File: config.mk
export PLATFORM = sky130hd
export DESIGN_NAME = crc16_byte_step
export DESIGN_NICKNAME = d
export VERILOG_FILES = /design/src/rtl/crc_pkg.sv /design/src/rtl/crc16_byte_step.sv
export SDC_FILE = /design/constraint.sdc
export NUM_CORES = 1
export LEC_CHECK = 0
export ABC_AREA = 1
export ABC_CLOCK_PERIOD_IN_PS = 800
export CAP_MARGIN = 20
export CORE_MARGIN = 3
export CORE_UTILIZATION = 31
export DETAILED_ROUTE_END_ITERATION = 6
export GPL_TIMING_DRIVEN = 0
export PLACE_DENSITY = 0.9
export RECOVER_POWER = 25
export SYNTH_ARGS = -nofsm -noshare
export SYNTH_HDL_FRONTEND = slang
export SYNTH_SLANG_ARGS = --single-unit
export TNS_END_PERCENT = 10
File: constraint.sdc
create_clock -name vclk -period 0.8
set_input_delay 0.12 -clock vclk [all_inputs]
set_output_delay 0.12 -clock vclk [all_outputs]
set_load 0.02 [all_outputs]
File: src/rtl/crc_pkg.sv
// Shared CRC16 constants and frame-checker FSM state encoding.
package crc_pkg;

    localparam int                 CRC16_W        = 16;
    localparam logic [CRC16_W-1:0] CRC16_POLY_DEF = 16'h1021;
    localparam logic [CRC16_W-1:0] CRC16_INIT_DEF = 16'hFFFF;

    typedef enum logic {
        IDLE,
        ACTIVE
    } state_t;

endpackage

File: src/rtl/crc16_byte_step.sv
// Combinational one-byte CRC16 update, MSB first, no reflection.
module crc16_byte_step
    import crc_pkg::*;
#(
    parameter logic [CRC16_W-1:0] POLY = CRC16_POLY_DEF
) (
    input  logic [CRC16_W-1:0] i_crc,
    input  logic [7:0]         i_byte,
    output logic [CRC16_W-1:0] o_crc
);

    logic [CRC16_W-1:0] c;

    // NOTE: blocking assignments here are intentional; c is a combinational
    // temporary that ripples through the eight bit steps within one evaluation.
    always_comb begin
        c = i_crc;
        for (int b = 7; b >= 0; b--) begin
            if (c[CRC16_W-1] ^ i_byte[b]) c = (c << 1) ^ POLY;
            else                          c = c << 1;
        end
        o_crc = c;
    end

endmodule

* After elaboration in Yosys (flattened, before gate mapping)
Cells that the tools add are included.
Cells by class: multiplexer cells 8, bitwise logic cells 16
Operators by type and width (number):
- 13-bit two-way mux | 8
- 3-bit inverter | 8
- 1-bit XOR | 8
Word-level totals: register bits after elaboration 0, input port bits 24, output and inout bits 16, word-level logic and storage cells 24

* Longest topological paths before layout
word-level depth 16, mapped depth 8, depth with buffers taken out 8

* Least setup slack after synthesis
OpenSTA, ideal clock, no wires.
path type input to output, start input port i_crc[12], end output port o_crc[9], arrival 751 ps, required time 680 ps, path slack -71 ps, cell stages on the path 4, buffers on the path 0, cells stage by stage inv_1 > nand2_1 > nand2_2 > xor2_1
Between the ends: word-level cells in the longest chain between the ends 6
Ends and longest elaborated chain:
- start, declared | line crc16_byte_step.sv:7 | input logic [CRC16_W-1:0] i_crc,
- 1-bit XOR | line crc16_byte_step.sv:19 | if (c[CRC16_W-1] ^ i_byte[b]) c = (c << 1) ^ POLY;
- 13-bit two-way mux (5 in a row) | line crc16_byte_step.sv:19
- end, declared | line crc16_byte_step.sv:9 | output logic [CRC16_W-1:0] o_crc
No other way between the ends.

* Worst setup path after layout
start input port i_crc[8], end output port o_crc[12]
Between the ends: word-level cells in the longest chain between the ends 7
Ends and longest elaborated chain (line):
- 13-bit two-way mux * (3 in a row) | crc16_byte_step.sv:19
- 3-bit inverter (no line)
- 13-bit two-way mux * | crc16_byte_step.sv:19
- 1-bit XOR * | crc16_byte_step.sv:19
- 13-bit two-way mux * | crc16_byte_step.sv:19
Every way passes the cells marked *; elsewhere a longest branch is shown, timed or not.

==> metrics.txt <==
Worst setup EP type=output pin; Seq/Total Area, Yosys=0%; cells along the critical path=buf_4 > xnor2_4 > nand2_2 > nand3_2 > nand2_2 > buf_6; initial antenna violation count=0; total track usage=~19%; Final WS setup=-0.1749 ns; vias per inst=4.787; Synth Warn #=0; slew of the pin with the lowest slew margin=slightly above 0.2 ns; I/O Pins=40; Leakage=roughly 0.68 nW; failing checks=negative setup slack; total number of vias=around 800; Crit path top cell by count=nand2_2; Cell Rows=13; Worst setup SP type=input pin; Area Growth Syn to Fin=142.1%; GPL Wtd Cong=0.6639; DRT iter0 DRCs=9; VDD IR max=between 500 and 600 uV; die area=0.002030 mm2; status=complete, but fails checks; sequential cell area=0 um2; unrepaired setup endpoints after global routing=yes; Final Power=approximately 0.001 W; max incr delay on CP=0.22 ns; Detailed Place HPWL=1276 um; Slew HR=a little under 90%; Arr. time, crit path=between 0.8 and 0.9 ns; drt total wl=~2300 um; f_max=between 1000 and 1500 MHz; mapped cell area=473.0 um2; drt wl/cell=~13 um; number of global-route vias before repair=841; ant diodes=0; Crit. Startpoint=i_crc[8]; worst hold slack=0.6769 ns; Tcrit/Tclk final=121.9%; Yosys cell types=6; Post-Syn Area per Cell=4.379 um2; Post-Synthesis Cells=approximately 110; Die X-Extent=45.06 um; min cycle time layout=slightly below 1 ns; setup TNS=-1.643 ns; Post-Layout Cell Count=~170; placed instance count=~160; Post-Syn Nets=approximately 130; die height=roughly 45 um; Starting Density=34.62%; DRC Markers=0; core area=approximately 0.0014 mm2; PD cells=between 800 and 900 mW/mm2; PortBufs=40; Overflow after GRT=0; first-pass GRT wire length=slightly above 3000 um; share of cells above drive strength 1=68.18%; # setup viols final=15; Worst Path Max Fanout=3; drt pass-1 iters=4; Hold Crit Start=i_crc[3]; # fillers=93; critical path's slowest cell=xnor2_4; WP data required=0.68 ns; # Max-Cap Violations=0; largest net degree at the start of global routing=5; worst min path class=input pin to output pin; final count of pins violating max slew=0; Crit Path Class=input pin to output pin; # clk buffers=0; FF+latch count=0; Post-layout nets=180; antenna viol nets, final=0; final hold violation count=0
## Yosys cell counts
cell / number / area share (%)
nand3_1: 14 / 15
nand2_2: 12 / 16
xnor2_1: 1 / 1.9
nand2_1: 54 / 43
xor2_1: 3 / 5.6
inv_1: 24 / 19
## cell type report
class	count	area, um2	area share, %
tap	15	18.77	1.639
timing repair buffer	46	476.7	41.64
inverter	24	102.6	8.962
multi-input combinational	84	546.8	47.76
## worst max-delay path: cells and delay by family
family,cells,cell delay (ns)
xor+xnor,1,0.22
buf+inv,2,0.27
simple gates,3,0.24
## repair_timing
| item | CTS | global route |
|---|---|---|
| setup endpoints to repair | 16 | 16 |
| buffers inserted | 4 | 2 |
| gates cloned | 0 | 0 |
| endpoints found under the hold margin | 0 | 0 |
| gates resized for setup | 210 | 52 |
| pin swaps | 32 | 26 |
| hold buffers | 0 | 0 |
## routing by layer
metal | GRT usage (%) | routed length, um
met1 | 17.03 | 775
met3 | 2.390 | 125
met5 | 0 | 0
met2 | 42.94 | 1322
met4 | 4.094 | 40
## metrics by stage
| step | utilization, % | cell area, um2 | worst slack [ns] |
|---|---|---|---|
| floorplan | - | 480.5 | -0.05495 |
| global placement | 65.84 | 899.6 | -1.001 |
| detailed placement | 65.84 | 899.6 | -1.032 |
| CTS | 70.60 | 964.7 | -0.1522 |
| global route | 83.79 | 1145 | -0.2113 |
| finish | 83.79 | 1145 | -0.1749 |
## power breakdown
part | internal (W) | total [W] | switching (W)
Combinational | 0.000468 | 0.000990 | 0.000521
Clock | 0 | 0 | 0
Sequential | 0 | 0 | 0
Total | 0.000468 | 0.000990 | 0.000521
## placed cells by master (no fill, tap or decap)
cell | netlist | final
buf_6 | 0 | 24
xnor2_4 | 0 | 1
nand2_2 | 12 | 35
nand3_2 | 0 | 4
xor2_1 | 3 | 2
buf_8 | 0 | 3
xor2_2 | 0 | 1
buf_12 | 0 | 1
nand2_4 | 0 | 8
inv_1 | 24 | 7
nand3_1 | 14 | 10
buf_4 | 0 | 10
dlygate4sd2_1 | 0 | 7
inv_4 | 0 | 5
inv_2 | 0 | 12
clkbuf_2 | 0 | 1
nand2_1 | 54 | 23
## worst paths after layout
kind / endpoint / depth (start not counted)
worst max-delay path: o_crc[12] / 6
worst min-delay path: o_crc[11] / 3
## logic make-up (layout without fill, tap and decap cells)
family / after synthesis / in the layout / share of synthesized area [%]
XOR/XNOR: 4 / 4 / 7.409
buffers and inverters: 24 / 70 / 19.05
AND/OR/NAND/NOR: 80 / 80 / 73.54
Power figures use the tool's default switching activity.
